File: src/rtl/ethhelper_stream_pkg.sv
// Shared stream definitions for the snoop mux: channel STREAM_TYPE codes, default widths and mux FSM states.
package ethhelper_stream_pkg;

  localparam int STREAM_TYPE_WIDTH = 3;

  localparam logic [STREAM_TYPE_WIDTH-1:0] STREAM_TYPE_AW = 3'd0;
  localparam logic [STREAM_TYPE_WIDTH-1:0] STREAM_TYPE_W  = 3'd1;
  localparam logic [STREAM_TYPE_WIDTH-1:0] STREAM_TYPE_B  = 3'd2;
  localparam logic [STREAM_TYPE_WIDTH-1:0] STREAM_TYPE_AR = 3'd3;
  localparam logic [STREAM_TYPE_WIDTH-1:0] STREAM_TYPE_R  = 3'd4;

  localparam int DEFAULT_NUM_SRC    = 5;
  localparam int DEFAULT_DATA_WIDTH = 128;
  localparam int DEFAULT_LEN_WIDTH  = 6;

  typedef enum logic {
    IDLE   = 1'b0,
    LOCKED = 1'b1
  } mux_state_t;

  // Index after idx, wrapping n-1 back to 0.
  function automatic int wrap_inc(input int idx, input int n);
    return (idx + 32'sd1 >= n) ? 32'sd0 : idx + 32'sd1;
  endfunction

endpackage

File: src/rtl/axi_snoop_stream_mux_rr_arbiter.sv
// Combinational round-robin pick: first requester at or after ptr_i, wrapping, as one-hot plus index.
module rr_arbiter #(
  parameter int NUM_SRC = 5,
  parameter int IDX_W   = 3
) (
  input  logic [NUM_SRC-1:0] req_i,
  input  logic [IDX_W-1:0]   ptr_i,
  output logic [NUM_SRC-1:0] gnt_o,
  output logic [IDX_W-1:0]   idx_o,
  output logic               any_o
);

  // Scan candidates in rotation order starting at the pointer
  always_comb begin
    int               sum_s;
    int               cand_s;
    logic [IDX_W-1:0] c_s;
    logic             hit_s;
    gnt_o = '0;
    idx_o = '0;
    any_o = 1'b0;
    for (int k = 0; k < NUM_SRC; k++) begin
      sum_s      = int'(ptr_i) + k;
      cand_s     = (sum_s >= NUM_SRC) ? sum_s - NUM_SRC : sum_s;
      c_s        = IDX_W'(cand_s);
      hit_s      = ~any_o & req_i[c_s];
      gnt_o[c_s] = gnt_o[c_s] | hit_s;
      idx_o      = hit_s ? c_s : idx_o;
      any_o      = any_o | hit_s;
    end
  end

endmodule

File: src/rtl/axi_snoop_stream_mux.sv
// Round-robin serializer of snoop submodule beats onto one AXI4-Stream master, grant held per transaction.
// Optional m_axis_tuser (granted source index) enabled by AXI_SNOOP_STREAM_MUX_TUSER_EN.
module axi_snoop_stream_mux
  import ethhelper_stream_pkg::*;
#(
  parameter int NUM_SRC    = DEFAULT_NUM_SRC,
  parameter int DATA_WIDTH = DEFAULT_DATA_WIDTH,
  parameter int LEN_WIDTH  = DEFAULT_LEN_WIDTH
) (
  input  logic                            clk,
  input  logic                            resetn,
  input  logic [NUM_SRC-1:0]              src_valid,
  input  logic [NUM_SRC-1:0]              src_in_progress,
  input  logic [NUM_SRC-1:0]              src_last,
  input  logic [NUM_SRC*DATA_WIDTH-1:0]   src_data,
  input  logic [NUM_SRC*LEN_WIDTH-1:0]    src_length,
  output logic [NUM_SRC-1:0]              src_ready,
  output logic [DATA_WIDTH-1:0]           m_axis_tdata,
  output logic                            m_axis_tvalid,
  output logic                            m_axis_tlast,
  input  logic                            m_axis_tready,
`ifdef AXI_SNOOP_STREAM_MUX_TUSER_EN
  output logic [$clog2(NUM_SRC)-1:0]      m_axis_tuser,
`endif
  output logic                            len_err
);

  localparam int IDX_W = (NUM_SRC > 1) ? $clog2(NUM_SRC) : 1;

  mux_state_t             state_q;
  logic [NUM_SRC-1:0]     grant_q;
  logic [IDX_W-1:0]       gidx_q;
  logic [IDX_W-1:0]       rr_ptr_q;
  logic [LEN_WIDTH-1:0]   beat_cnt_q;
  logic [DATA_WIDTH-1:0]  tdata_q;
  logic                   tvalid_q;
  logic                   tlast_q;
  logic                   len_err_q;

  logic [NUM_SRC-1:0]     arb_gnt_s;
  logic [IDX_W-1:0]       arb_idx_s;
  logic                   arb_any_s;
  logic                   out_free_s;
  logic                   accept_s;
  logic [DATA_WIDTH-1:0]  sel_data_s;
  logic                   sel_last_s;
  logic [LEN_WIDTH-1:0]   sel_len_s;
  logic [LEN_WIDTH:0]     beat_cnt_inc_s;
  logic                   len_bad_s;
  logic [LEN_WIDTH-1:0]   beat_cnt_d;
  logic [IDX_W-1:0]       rr_ptr_d;
  logic                   unused_in_progress_s;

  rr_arbiter #(
    .NUM_SRC (NUM_SRC),
    .IDX_W   (IDX_W)
  ) u_arb (
    .req_i (src_valid),
    .ptr_i (rr_ptr_q),
    .gnt_o (arb_gnt_s),
    .idx_o (arb_idx_s),
    .any_o (arb_any_s)
  );

  // The grant only ends on an accepted last beat, so in-progress carries no extra information here.
  assign unused_in_progress_s = ^src_in_progress;

  assign out_free_s = ~tvalid_q | m_axis_tready;
  assign src_ready  = grant_q & {NUM_SRC{out_free_s}};
  assign accept_s   = |(src_ready & src_valid);

  assign sel_data_s = src_data[gidx_q*DATA_WIDTH +: DATA_WIDTH];
  assign sel_last_s = src_last[gidx_q];
  assign sel_len_s  = src_length[gidx_q*LEN_WIDTH +: LEN_WIDTH];

  // One extra bit so a saturated counter can never alias a legal declared length.
  assign beat_cnt_inc_s = {1'b0, beat_cnt_q} + {{LEN_WIDTH{1'b0}}, 1'b1};
  assign len_bad_s      = (beat_cnt_inc_s != {1'b0, sel_len_s});
  assign beat_cnt_d     = (&beat_cnt_q) ? beat_cnt_q : beat_cnt_q + {{(LEN_WIDTH-1){1'b0}}, 1'b1};
  assign rr_ptr_d       = IDX_W'(wrap_inc(int'(gidx_q), NUM_SRC));

  // Arbitration/lock FSM, rotation pointer, beat counter and sticky length error
  always_ff @(posedge clk or negedge resetn) begin
    if (!resetn) begin
      state_q    <= IDLE;
      grant_q    <= '0;
      gidx_q     <= '0;
      rr_ptr_q   <= '0;
      beat_cnt_q <= '0;
      len_err_q  <= 1'b0;
    end else begin
      case (state_q)
        IDLE: begin
          if (arb_any_s) begin
            grant_q <= arb_gnt_s;
            gidx_q  <= arb_idx_s;
            state_q <= LOCKED;
          end
        end
        LOCKED: begin
          if (accept_s) begin
            if (sel_last_s) begin
              grant_q    <= '0;
              rr_ptr_q   <= rr_ptr_d;
              beat_cnt_q <= '0;
              state_q    <= IDLE;
              if (len_bad_s) begin
                len_err_q <= 1'b1;
              end
            end else begin
              beat_cnt_q <= beat_cnt_d;
            end
          end
        end
        default: begin
          state_q <= IDLE;
          grant_q <= '0;
        end
      endcase
    end
  end

`ifdef AXI_SNOOP_STREAM_MUX_TUSER_EN
  logic [IDX_W-1:0] tuser_q;
  assign m_axis_tuser = tuser_q;
`endif

  // Output register: refill on an accepted beat, otherwise drain when the sink takes it
  always_ff @(posedge clk or negedge resetn) begin
    if (!resetn) begin
      tdata_q  <= '0;
      tvalid_q <= 1'b0;
      tlast_q  <= 1'b0;
`ifdef AXI_SNOOP_STREAM_MUX_TUSER_EN
      tuser_q  <= '0;
`endif
    end else if (accept_s) begin
      tdata_q  <= sel_data_s;
      tvalid_q <= 1'b1;
      tlast_q  <= sel_last_s;
`ifdef AXI_SNOOP_STREAM_MUX_TUSER_EN
      tuser_q  <= gidx_q;
`endif
    end else if (m_axis_tready) begin
      tvalid_q <= 1'b0;
      tlast_q  <= 1'b0;
    end
  end

  assign m_axis_tdata  = tdata_q;
  assign m_axis_tvalid = tvalid_q;
  assign m_axis_tlast  = tlast_q;
  assign len_err       = len_err_q;

endmodule
File: config.mk
export PLATFORM = sky130hd
export DESIGN_NAME = axi_snoop_stream_mux
export DESIGN_NICKNAME = d
export VERILOG_FILES = /design/src/rtl/ethhelper_stream_pkg.sv /design/src/rtl/axi_snoop_stream_mux_rr_arbiter.sv /design/src/rtl/axi_snoop_stream_mux.sv
export SDC_FILE = /design/constraint.sdc
export NUM_CORES = 1
export LEC_CHECK = 0
export ABC_AREA = 1
export BUFFER_PORTS_ARGS = -buffer_cell sky130_fd_sc_hd__buf_2
export CAP_MARGIN = 25
export CORE_AREA = 2 2 323 325
export DETAILED_ROUTE_END_ITERATION = 8
export DIE_AREA = 0 0 325 327
export GPL_TIMING_DRIVEN = 0
export PLACE_DENSITY = 0.32
export SLEW_MARGIN = 15
export SYNTH_ARGS = -nofsm -noshare
export SYNTH_HDL_FRONTEND = slang
export SYNTH_HIERARCHICAL = 1
export SYNTH_SLANG_ARGS = --single-unit
File: constraint.sdc
create_clock -name clk -period 9.76 [get_ports clk]
set_input_delay 0.488 -clock clk [delete_from_list [all_inputs] [get_ports clk]]
set_output_delay 0.488 -clock clk [all_outputs]
set_load 0.05 [all_outputs]
Yosys cells after proc, flatten, opt, wreduce, memory -nomap -nowiden
Memory sizes are Yosys's and may differ from the RTL's.
Cells that the tools add are included.
{"block": "totals", "mem_count": 1, "inputBits": 688, "romBits": 8, "reg_bits": 149, "output_inout_bits": 136, "word_cells": 142}
{"block": "classes", "muxes": 59, "n_shift": 2, "reduce_logical": 13, "mul": 1, "n_eq_ne": 5, "n_addsub": 12, "n_lt_le_gt_ge": 17, "bitwise": 23}
{"name": "(name not given)", "depth": 8, "word_bits": 1, "rd": 1, "rd_clocked_by_memory_dff": 0, "wr": 0, "line": "axi_snoop_stream_mux_rr_arbiter.sv:27", "rtl": "gnt_o[c_s] = gnt_o[c_s] | hit_s;"}
{"operator": "indexed part select 640 x 11 -> 128 bit", "n": 1}
{"operator": "2-to-1 mux 3 bit", "n": 11}
{"operator": "binary-select mux 1 bit (select 3 bit)", "n": 10}
{"operator": "indexed part select 30 x 7 -> 6 bit", "n": 1}
{"operator": "less-than comparator 3 x 4 -> 1 bit, second input constant", "n": 6}
{"operator": "2-to-1 mux 1 bit", "n": 22}
{"operator": "bitwise mux 5 bit", "n": 4}
{"operator": ">= comparator 4 x 3 -> 1 bit, second input constant", "n": 5}
{"operator": "bitwise AND 5 bit", "n": 3}
{"operator": "demux 1 bit (select 3 bit)", "n": 5}
{"operator": ">= comparator 3 x 1 -> 1 bit, second input constant", "n": 5}
{"operator": "2-to-1 mux 5 bit", "n": 3}
{"operator": "subtractor 3 bit, second input constant", "n": 5}
{"operator": "2-to-1 mux 6 bit", "n": 2}
{"operator": "OR 1 bit", "n": 10}
{"operator": "case mux 5 bit (2 select lines)", "n": 1}
{"operator": "AND reduction 3 bit", "n": 3}
{"operator": "adder 3 x 1 -> 4 bit, second input constant", "n": 2}
{"operator": "adder 3 x 2 -> 4 bit, second input constant", "n": 2}
{"operator": "adder 6 x 1 -> 7 bit, second input constant", "n": 1}
{"operator": "inequality test 7 x 6 -> 1 bit", "n": 1}
{"operator": "adder 6 x 1 -> 6 bit, second input constant", "n": 1}
{"operator": "inverter 1 bit", "n": 6}
{"operator": "AND reduction 6 bit", "n": 1}
{"operator": "other kinds (12)", "n": 21}

Logic depth before layout (Yosys ltp)
{"block": "logic_depth", "ltp_word": 25, "ltp_mapped": 31, "ltp_nobuf": 30}

By module
Netlist, hierarchy kept.
{"mod": "axi_snoop_stream_mux", "cells_each": 1674, "area_each_um2": 11028.1, "instances": 1, "seq_area_each_um2": 3728.6}
{"mod": "rr_arbiter", "cells_each": 253, "area_each_um2": 1311.3, "instances": 1, "seq_area_each_um2": 0.0}

Worst setup path before layout
No wires, ideal clock.
{"block": "synth_path", "path_kind": "register -> register", "startpoint": "register rr_ptr_q[0]", "endpoint": "register grant_q[0]", "path_stages_with_launch": 28, "required_ps": 9638, "n_path_buf": 1, "arrival_time_ps": 3426, "slack_ps": 6212, "setup_ps": 122, "synth_period_minus_slack_ps": 3548, "path_cell_list": "dfrtp_1 buf_6 inv_2 ha_1 inv_1 fa_1 o22ai_2 inv_1 nor3_1 nand2_1 nand3_1 nor2_1 nand3_1 nand2_1 nor2_2 nand3_1 nand3_1 nand2_1 nor2_4 nand3_1 nand3_1 nand2_1 nor2_2 nand2_2 nand2_1 nand2_1 nand3_1 o21ai_1"}
{"block": "synth_between", "elab_chain_cells": 25, "word_cells_on_any_way": 90, "classes_between": "9 x add/sub; 15 x order compare; 1 x eq/ne; 40 x mux; 18 x bitwise; 6 x reduce/logical; 1 x memory"}
{"item": "from (decl)", "line": "axi_snoop_stream_mux.sv:33", "rtl": "logic [IDX_W-1:0] rr_ptr_q;"}
{"item": "from (signal assigned)", "line": "axi_snoop_stream_mux.sv:104", "rtl": "rr_ptr_q <= rr_ptr_d;"}
{"item": "subtractor 3 bit or >= comparator 3 bit (tied branches)", "line": "axi_snoop_stream_mux_rr_arbiter.sv:24", "rtl": "cand_s = (sum_s >= NUM_SRC) ? sum_s - NUM_SRC : sum_s;"}
{"item": "2-to-1 mux 3 bit", "line": "axi_snoop_stream_mux_rr_arbiter.sv:24"}
{"item": "less-than comparator 3 x 4 -> 1 bit (implied by the code) or >= comparator 3 x 1 -> 1 bit (tied branches)", "line": "axi_snoop_stream_mux_rr_arbiter.sv:27"}
{"item": "logical AND 1 bit (implied by the code)", "line": "axi_snoop_stream_mux_rr_arbiter.sv:27"}
{"item": "2-to-1 mux 1 bit (implied by the code)", "line": "axi_snoop_stream_mux_rr_arbiter.sv:27"}
{"item": "demux 1 bit (select 3 bit)"}
{"item": "bitwise AND 5 bit (no line)"}
{"item": "binary-select mux 1 bit (select 3 bit)", "line": "axi_snoop_stream_mux_rr_arbiter.sv:27"}
{"item": "(+10 left out)"}
{"item": "bitwise mux 5 bit", "line": "axi_snoop_stream_mux_rr_arbiter.sv:27"}
{"item": "binary-select mux 1 bit (select 3 bit)", "line": "axi_snoop_stream_mux_rr_arbiter.sv:27"}
{"item": "2-to-1 mux 1 bit (implied by the code)", "line": "axi_snoop_stream_mux_rr_arbiter.sv:27"}
{"item": "OR 1 bit", "line": "axi_snoop_stream_mux_rr_arbiter.sv:27"}
{"item": "bitwise mux 5 bit (*)", "line": "axi_snoop_stream_mux_rr_arbiter.sv:27"}
{"item": "net arb_gnt_s[0]", "line": "axi_snoop_stream_mux.sv:40", "rtl": "logic [NUM_SRC-1:0] arb_gnt_s;"}
{"item": "2-to-1 mux 5 bit (*)", "line": "axi_snoop_stream_mux.sv:94", "rtl": "if (arb_any_s) begin"}
{"item": "case mux 5 bit (2 select lines) (*)", "line": "axi_snoop_stream_mux.sv:92", "rtl": "case (state_q)"}
{"item": "to (signal assigned)", "line": "axi_snoop_stream_mux.sv:95", "rtl": "grant_q <= arb_gnt_s;"}
{"item": "to (decl)", "line": "axi_snoop_stream_mux.sv:31", "rtl": "logic [NUM_SRC-1:0] grant_q;"}
Mark *: on every way through the listed nets, which the timed path passes. The rest lies on a longest branch. The select of a mux whose other input is x is not followed.
A chain may end at the register's enable or synchronous reset.

Final worst setup path
{"block": "layout_path", "startpoint": "register rr_ptr_q[0]", "endpoint": "register grant_q[3]"}
Same word-level chain as after synthesis.

==> reports/summary.log <==
INFO  sta            worst_slew_margin_rel=32.6%
INFO  floorplanning  die-height=327microns
INFO  drt            dr.first_iter.drc_count=1,253
INFO  sta            finClkSkew=0.0107ns
INFO  cells_and_area area_growth_syn_to_layout=52.5%
INFO  sta            final_hold_viol_count=0
INFO  setup_path     cp.required=10.16ns
INFO  yosys          post-synth-top-area-fraction=30.2%
INFO  global_route   maximum_number_of_pins_on_one_net_before_global_route_repair=80
INFO  yosys          main_area_contributors_after_synthesis=dfrtp_1 30%, nor2_1 13%, o21ai_0 11%, nand2_1 8.7%, nand3_1 8.6%
INFO  clock_network  path_clk_slew=0.08ns
INFO  sta            worst_slew_pin_slew=1.01ns
INFO  sta            post-route-min-period=4.31ns
INFO  job            maxCapViolations=0
INFO  floorplanning  initial_util=12.0%
INFO  place          postPlaceCellArea=18,200squm
INFO  sta            report.final.slew_viol_count=0
INFO  power_and_ir_drop peakVddDrop=0.000108V
INFO  clock_network  numCtsBuffers=17
INFO  yosys          ys_types=42
INFO  sta            layout_worst_path_cycle_share=44.2%
INFO  floorplanning  die_ar=106,000squm
INFO  yosys          synth_ff_type=dfrtp_1
INFO  clock_network  clock_tree_from_tritoncts=done
INFO  yosys          synth_enable_flop_cells=0
INFO  sta            grt_setup_unrepaired=no
INFO  sta            finalSetupViolations=0
INFO  status         run_status=complete, no violations
INFO  cells_and_area layout-drive-gt1-share=34.8%
INFO  global_route   globalRouteTotalUtil=18.7%
INFO  place          portBuffers=818
INFO  setup_path     reg2reg_depth=27
INFO  yosys          yosysWarnings=6
INFO  global_route   antenna_found_initial=43
INFO  floorplanning  die_w=325microns
INFO  setup_path     critical-path-top-delay-family=simple AND/OR/NAND/NOR gates
INFO  clock_network  cts.path.max_buffers=2
INFO  clock_network  cts.htree.levels=4
INFO  place          hpwl=84.3mm
INFO  cells_and_area final_net_count=3,467
INFO  power_and_ir_drop static-leakage-power=8.71nW
INFO  sta            setup_tns=0ns
INFO  yosys          synth_sequential_area_ratio=30.2%
INFO  clock_network  post_cts.repair.setup_buffers=0
INFO  setup_path     timing.critical_path.slowest_stage_cell=dfrtp_1
INFO  setup_path     worst_ep_arrival_time=4.70ns
INFO  drt            routed_wl=103mm
INFO  power_and_ir_drop power_density=419nW/um^2
INFO  place          place.gp.congestion=0.920
INFO  clock_network  insertion_delay=0.51ns
INFO  setup_path     critical_setup_path_class=reg -> reg
INFO  yosys          synth-async-reset-ratio=100%
INFO  global_route   overflow_left_after_global_routing=0
INFO  yosys          syn_area=12,300squm
INFO  drt            detail-route-antenna-nets=0
INFO  setup_path     crit_buf_inv=4
INFO  global_route   first_global_vias=18,000
INFO  yosys          yosys_register_bits=149
INFO  drt            detail_route.first_pass.iterations=6
INFO  setup_path     worstPathMaxFanout=9
INFO  sta            hold_ws=0.248ns
INFO  min_path       hold_path_class=in -> reg
INFO  floorplanning  core_area=103,000squm
INFO  cells_and_area final_cell_area=18,800squm
INFO  yosys          yosysMostFrequentCell=nor2_1
INFO  global_route   grt_first_pass_wirelength=140mm
INFO  yosys          syn_inst=1,927
INFO  yosys          synth.top_cells.by_count=414 x nor2_1, 287 x nand2_1, 264 x o21ai_0
INFO  clock_network  hold_fix_buffers_at_cts=1
INFO  setup_path     crit_path_start_kind=register
INFO  cells_and_area postLayoutCoreUtil=18.3%
INFO  drt            route.vias.total=18,000
INFO  min_path       holdPathStages=3
INFO  floorplanning  std_cell_rows=118
INFO  setup_path     critical_path.max_stage_delay=0.45ns
INFO  clock_network  cts_sinks=149
INFO  yosys          synth.avg_cell_area=6.40squm
INFO  clock_network  ctsRootBufferMaster=clkbuf_16
INFO  drt            wl_per_cell=24.7microns
INFO  yosys          synthesis.nets=2,627
INFO  setup_path     critical-path-top-cell-by-count=nand3_1
INFO  power_and_ir_drop total_power=7.89mW
INFO  drt            route.detailed.drc=0
INFO  yosys          post-synth-top-area-cell=dfrtp_1
INFO  setup_path     endpoint_kind=register
INFO  floorplanning  top_level_ports=824
INFO  setup_path     worstSetupPathDepth=27
INFO  sta            timing.fmax=0.232GHz
INFO  drt            post_drt_via_cell_ratio=4.32
INFO  clock_network  post_cts_resized=0
==> area by class of cell <==
type / count / area, sq um
Antenna cell: 14 / 35.0
Buffer: 162 / 887
Clock buffer: 17 / 425
Clock inverter: 15 / 121
Fill cell: 12200 / 84100
Inverter: 82 / 309
Multi-Input combinational cell: 1534 / 7420
Sequential cell: 149 / 3730
Tap cell: 1380 / 1730
Timing Repair Buffer: 821 / 4170
==> flip-flops by register name (all words and copies together), names as in the netlist <==
name,count
rr_ptr_q,3
len_err,1
beat_cnt_q,6
m_axis_tlast,1
m_axis_tdata,128
state_q,1
m_axis_tvalid,1
grant_q,5
gidx_q,3
==> kinds of logic (layout without fill, tap and decap cells) <==
family	after synthesis	in the layout	share of synthesized area, %
AND/OR/NAND/NOR	954	954	32.4
AO/OA/AOI/OAI	561	561	25.9
buffers and inverters	244	1097	9.68
flip-flops	149	149	30.2
adder cells (fa/ha/maj)	12	12	1.28
XOR/XNOR	7	7	0.497
other	0	14	0
==> layout by cell type (no fill, tap or decap), types with 2 or more instances in the layout <==
cell	count
nor2_2	4
ha_1	11
dfrtp_1	149
clkbuf_1	85
clkinv_4	3
o211ai_1	3
nand2_4	2
buf_4	19
buf_8	3
nand4_1	3
o21ai_2	2
a21oi_2	3
a221oi_1	2
a31oi_1	129
inv_6	7
buf_16	2
nand3_1	213
inv_1	70
clkinv_2	4
buf_1	3
or2_2	2
nor2_8	2
diode_2	14
nand3b_1	3
o21ai_0	264
o31ai_1	3
nor2_1	414
a21oi_1	6
nor2_4	2
nor3_1	11
buf_6	19
o21ai_1	14
o22ai_1	131
nand2_1	287
nand2_2	8
inv_2	11
xor2_1	6
nand3_2	2
clkbuf_16	17
buf_2	850
==> metal layers <==
layer	part of all wire [%]	up-vias	global-route usage [%]
li1	-	8380	-
met1	43	8703	23.7
met2	48	804	31.6
met3	7.3	107	5.10
met4	1.8	28	4.01
met5	0.18	-	0
==> worst reg2reg max path, delay by kind of cell (launching register included) <==
family,cells,cell delay (ns)
buffers and inverters,4,0.51
adder cells (fa/ha/maj),2,0.61
flip-flops,1,0.45
AO/OA/AOI/OAI,2,0.43
AND/OR/NAND/NOR,19,2.21
==> where the power goes <==
part           internal (mW)  leakage [nW]  total [mW]  switching (mW)
logic                   1.55          6.70        6.05            4.50
registers              0.947          1.73        1.15           0.202
clock network          0.332         0.272       0.693           0.361
total                   2.83          8.71        7.89            5.06
==> final timing paths <==
path	start	end	slack, ns
min in group asynchronous	resetn	m_axis_tdata[35]	0.58
setup reg to reg	rr_ptr_q[0]	grant_q[3]	5.45
setup / recovery	rr_ptr_q[0]	grant_q[3]	5.45
hold reg to reg	len_err	len_err	0.47
hold / removal	src_data[534]	m_axis_tdata[22]	0.25
max in group asynchronous	resetn	m_axis_tdata[88]	8.31
==> metrics by stage <==
stage / worst slack, ns / cells
2_1_floorplan: 6.21 / 1927
3_3_place_gp: 4.97 / 4125
3_5_place_dp: 5.52 / 4127
4_1_cts: 5.51 / 4160
5_1_grt: 5.06 / 4164
6_report: 5.45 / 4174
Note: power is estimated with default switching activity, not from simulation.
